[config.mk]
export PLATFORM = sky130hd
export DESIGN_NAME = instr_sequencer
export DESIGN_NICKNAME = d
export VERILOG_FILES = /design/src/rtl/instr_sequencer.sv
export SDC_FILE = /design/constraint.sdc
export NUM_CORES = 1
export LEC_CHECK = 0
export CAP_MARGIN = 25
export CORE_AREA = 2 2 39 41
export CTS_CLUSTER_DIAMETER = 150
export DETAILED_ROUTE_END_ITERATION = 10
export DIE_AREA = 0 0 41 43
export DONT_BUFFER_PORTS = 1
export GPL_ROUTABILITY_DRIVEN = 0
export PLACE_DENSITY = 0.61
export SYNTH_ARGS = -nofsm -noshare
export SYNTH_HDL_FRONTEND = slang
export SYNTH_SLANG_ARGS = --single-unit
[constraint.sdc]
create_clock -name clock -period 1.8 [get_ports clock]
set_input_delay 0.18 -clock clock [delete_from_list [all_inputs] [get_ports clock]]
set_output_delay 0.18 -clock clock [all_outputs]
set_load 0.02 [all_outputs]
[src/rtl/instr_sequencer.sv]
// Fetch/decode/execute control sequencer with multi-cycle execute, hold/stall and ready gating.
// Interrupt entry between instructions is built only when SEQ_IRQ_EN is defined.
module instr_sequencer #(
  parameter int OPCODE_W   = 8,
  parameter int CYCLE_W    = 2,
  parameter int IRQ_CYCLES = 2
) (
  input  logic                clock,
  input  logic                reset,
  input  logic                ready,
  input  logic                hold,
  input  logic [OPCODE_W-1:0] opcode,
  input  logic [CYCLE_W-1:0]  exec_cycles,
  input  logic                irq_req,
  output logic                fetch,
  output logic                decode,
  output logic                execute,
  output logic                int_entry,
  output logic                irq_ack,
  output logic                instr_done,
  output logic [OPCODE_W-1:0] opcode_q,
  output logic [CYCLE_W-1:0]  cyc_left,
  output logic [2:0]          dbg_state
);

  localparam int IRQ_W = (IRQ_CYCLES > 1) ? $clog2(IRQ_CYCLES) : 1;

  typedef enum logic [2:0] {
    S_START  = 3'd0,
    S_INIT   = 3'd1,
    S_FETCH  = 3'd2,
    S_DECODE = 3'd3,
    S_EXEC   = 3'd4,
    S_IRQ    = 3'd5
  } state_e;

  state_e                state_q, state_d;
  logic [OPCODE_W-1:0]   opcode_d;
  logic [CYCLE_W-1:0]    cyc_left_q, cyc_left_d;

  // ready is a level qualifier with no valid side: FETCH completes, and each EXEC
  // cycle retires, only on a clock where ready=1 and hold=0.
`ifdef SEQ_IRQ_EN
  logic [IRQ_W-1:0]      irq_cnt_q, irq_cnt_d;
`else
  logic [IRQ_W-1:0]      unused_irq_cfg;
  assign unused_irq_cfg = IRQ_W'(IRQ_CYCLES - 1) ^ {IRQ_W{irq_req}};
`endif

  always_comb begin
    state_d    = state_q;
    opcode_d   = opcode_q;
    cyc_left_d = cyc_left_q;
    instr_done = 1'b0;
    irq_ack    = 1'b0;
`ifdef SEQ_IRQ_EN
    irq_cnt_d  = irq_cnt_q;
`endif
    if (!hold) begin
      case (state_q)
        S_START:  state_d = S_INIT;
        S_INIT:   state_d = S_FETCH;
        S_FETCH: begin
          if (ready) begin
            opcode_d = opcode;
            state_d  = S_DECODE;
          end
        end
        S_DECODE: begin
          cyc_left_d = exec_cycles;
          state_d    = S_EXEC;
        end
        S_EXEC: begin
          if (ready) begin
            if (cyc_left_q != '0) begin
              cyc_left_d = cyc_left_q - CYCLE_W'(1);
            end else begin
              instr_done = 1'b1;
              state_d    = S_FETCH;
`ifdef SEQ_IRQ_EN
              // Interrupts are only considered at the instruction boundary.
              if (irq_req) begin
                state_d   = S_IRQ;
                irq_cnt_d = IRQ_W'(IRQ_CYCLES - 1);
              end
`endif
            end
          end
        end
`ifdef SEQ_IRQ_EN
        S_IRQ: begin
          irq_ack = (irq_cnt_q == IRQ_W'(IRQ_CYCLES - 1));
          if (irq_cnt_q == '0) begin
            state_d = S_FETCH;
          end else begin
            irq_cnt_d = irq_cnt_q - IRQ_W'(1);
          end
        end
`endif
        default:  state_d = S_FETCH;
      endcase
    end
  end

  always_ff @(posedge clock or negedge reset) begin
    if (!reset) begin
      state_q    <= S_START;
      opcode_q   <= '0;
      cyc_left_q <= '0;
`ifdef SEQ_IRQ_EN
      irq_cnt_q  <= '0;
`endif
    end else begin
      state_q    <= state_d;
      opcode_q   <= opcode_d;
      cyc_left_q <= cyc_left_d;
`ifdef SEQ_IRQ_EN
      irq_cnt_q  <= irq_cnt_d;
`endif
    end
  end

  assign fetch     = (state_q == S_FETCH);
  assign decode    = (state_q == S_DECODE);
  assign execute   = (state_q == S_EXEC);
`ifdef SEQ_IRQ_EN
  assign int_entry = (state_q == S_IRQ);
`else
  assign int_entry = 1'b0;
`endif
  assign cyc_left  = cyc_left_q;
  assign dbg_state = state_q;

endmodule

==> implementation parameters, run 1 <==
Parameter                              Value

Timing
  Actual slew at the worst max-slew pin    565.5 ps
  Slew HR    62.17%
  Clock period minus worst slack    1714 ps
  Final-report hold violation count    0
  Number of setup violations in the final report    0
  Timing-limited maximum frequency    0.5835 GHz
  Max Slew Vio Count    0
  Final Cycle Share    95.20%
  Post-route setup slack    86.32 ps
  Unrepaired setup endpoints after global routing    false
  Maximum clock skew at final layout    3.022 ps
  Final-layout setup total negative slack    0 ps

Cells and area
  Share of layout cells above drive strength 1    36.51%
  Antenna cell count    0
  Post-Route Utilization    52.71%
  Nets    80
  Layout fillers    133
  Area growth from synthesis to layout    12.55%
  Post-route cell area    729.5 um^2

Drt
  Via count of the routed design    442
  DRC    0
  Remaining antenna violation count    0
  Overall routed net length    1.075 mm
  Drt first pass iters    2
  Violation count after the first detailed-routing iteration    1
  WL/cell    13.61 um
  Routed vias/inst    5.595

Place
  Area after detailed placement    690.7 um^2
  Detail Placement HPWL    829.5 um
  Worst setup slack before clock tree synthesis    226.1 ps
  # port buffers    0

Clock network
  Clock tree from TritonCTS    yes
  Worst-skew pair later-pin latency    260 ps
  TritonCTS buffer count    3
  Worst-case clock buffer depth    2
  Clock transition at the registers of the reported paths    70 ps
  Number of clock sinks    13
  H-tree lvl count    1
  Clock tree root buffer cell    clkbuf_4

Worst setup path
  Element type at the critical path end    primary output
  Setup crit start kind    register
  Chain of cells forming the critical path    or3b_4 > nor3_1 > buf_4
  Data required time at the worst endpoint    1620 ps
  Start-to-end type of the worst setup path    register to primary output
  Max incr delay on CP    470 ps
  Setup slack, reg-to-reg    320 ps
  Highest-delay cell along the critical path    dfrtp_2
  Maximum fanout count along the critical path    7
  Worst EP arrival    1530 ps

Run status
  Result of the run    completed

Synth
  Number of warnings printed during yosys synthesis    0
  Most used DFF post-synth    dfrtp_1
  Async set or reset register ratio after synthesis    100.0%
  Cell with the most instances after synthesis    dfrtp_1
  Cells taking the most area after synthesis    dfrtp_1 50%, mux2_2 14%, mux2i_1 3.1%
  Number of enable-type register cells in the synthesized netlist    0
  Top cell type's share of synthesized area    50.19%
  Top cell types by occurrence after synthesis    13 x dfrtp_1, 8 x mux2_2, 5 x inv_1
  Synth area leader    dfrtp_1
  Sequential fraction of the synthesis area    50.19%
  Mean instance size in the synthesized netlist    11.78 um^2
  Post-synthesis instance area    648.1 um^2
  Flops & latches, synth    13
  Number of instances in the synthesized netlist    55
  Unique cell type count in the Yosys netlist    26

Die
  Effective utilization at floorplan    46.84%
  Cell Rows    14
  Area of the die    1763 um^2
  Boundary Pins    34
  Core box area    1384 um^2
  Die Span Y    43 um
  Width of the die    41 um

GRT
  Number of global-route vias before repair    419
  Total GRT Usage    14.92%
  Initial antenna violation count    0
  First-pass GRT wire length    1.718 mm
  Maximum number of pins on one net before global-route repair    14
  GRT overflow    0

Pwr
  Total chip power    1.352 mW
  Standby leakage power    0.3545 nW
  Worst ir drop on vdd    0.8418 mV
  Power density relative to cell area    1854 nW/um^2

Run
  Count of maximum capacitance violations    0

Hold path
  HP Class    input pin to register
[area by class of cell]
class                   instances  area [um^2]  share of cell area (%)
clock buffers                   4        26.28                   3.602
inverters                       6        22.52                   3.087
multi-input cells              34        285.3                   39.11
flip-flops and latches         13        327.8                   44.94
well taps                      16        20.02                   2.744
repair buffers                  6        47.55                   6.518
[report_power, final]
group	internal [mW]	switching, mW
logic	0.245	0.237
registers	0.437	0.264
clock network	0.0857	0.0837
total	0.768	0.584
[worst max-delay path: cells and delay by family, from the launching register on]
kind | cells | cell delay [ps]
AND/OR/NAND/NOR | 2 | 630
flip-flops | 1 | 470
buffers and inverters | 1 | 170
[worst paths after layout]
path | startpoint | end | cells after the start
worst max-delay path | dbg_state[2] | instr_done | 3
worst min-delay path | hold | dbg_state[2] | 1
worst max register to register | dbg_state[2] | cyc_left[0] | 4
worst min register to register | dbg_state[0] | dbg_state[0] | 1
max in group asynchronous | reset | dbg_state[2] | 1
min in group asynchronous | reset | opcode_q[0] | 1
[flip-flops by register name, indices dropped and copies added (netlist names)]
| name | flops |
|---|---|
| cyc_left | 2 |
| dbg_state | 3 |
| opcode_q | 8 |
[routing by layer]
metal  track usage, %  vias to the layer above  share of wire [%]
met1            20.56                      206                 46
met2            19.38                       21                 44
met5                0                        -                  0
met4            10.00                        0                1.4
li1                 -                      213                  -
met3            4.712                        2                8.8
[repair_timing]
| action | in CTS | in global routing |
|---|---|---|
| setup endpoints to repair | 1 | 1 |
| endpoints found under the hold margin | 13 | 0 |
| hold buffers | 1 | 0 |
| cloned | 0 | 0 |
| setup buffers | 0 | 0 |
| resized for setup | 1 | 1 |
[stage by stage]
stage                     instances  hold slack [ps]
after CTS                        79            19.20
after detailed placement         74           -115.4
final                            79            26.92
after global placement           74           -115.4
after global routing             79            17.12
after floorplan                  56           -115.6
[cells by family (layout without fill, tap and decap cells)]
family / Yosys count / in the layout / share of synthesized area, %
flip-flops: 13 / 13 / 50.19
AO/OA/AOI/OAI: 12 / 12 / 13.71
multiplexers: 10 / 10 / 16.99
AND/OR/NAND/NOR: 9 / 9 / 10.23
buffers and inverters: 9 / 16 / 6.369
adder cells (fa/ha/maj): 1 / 1 / 1.930
other: 1 / 2 / 0.5786
[placed cells by master (no fill, tap or decap)]
cell type / n
buf_4: 5
o311ai_1: 1
inv_2: 1
a211oi_1: 1
o22a_2: 1
ha_1: 1
a2111oi_0: 1
a31oi_1: 1
nor3_1: 1
dfrtp_1: 11
dfrtp_2: 2
nor3b_2: 1
nor3b_1: 1
nor2_1: 1
or3b_4: 1
nand3b_1: 1
nand2_1: 2
a2bb2oi_1: 2
mux2_2: 8
inv_1: 5
dlygate4sd3_1: 1
nand3b_2: 1
mux2i_1: 2
clkbuf_1: 1
clkbuf_4: 3
a21o_1: 1
o21ai_0: 3
o211ai_1: 1
conb_1: 2
(Power assumes the default switching activity.)
==> run 2, diff against run 1 <==
- SLEW_MARGIN: not set -> 15
==> results of run 2 <==
The final DEF is identical to that of run 1; final timing and power are the same.
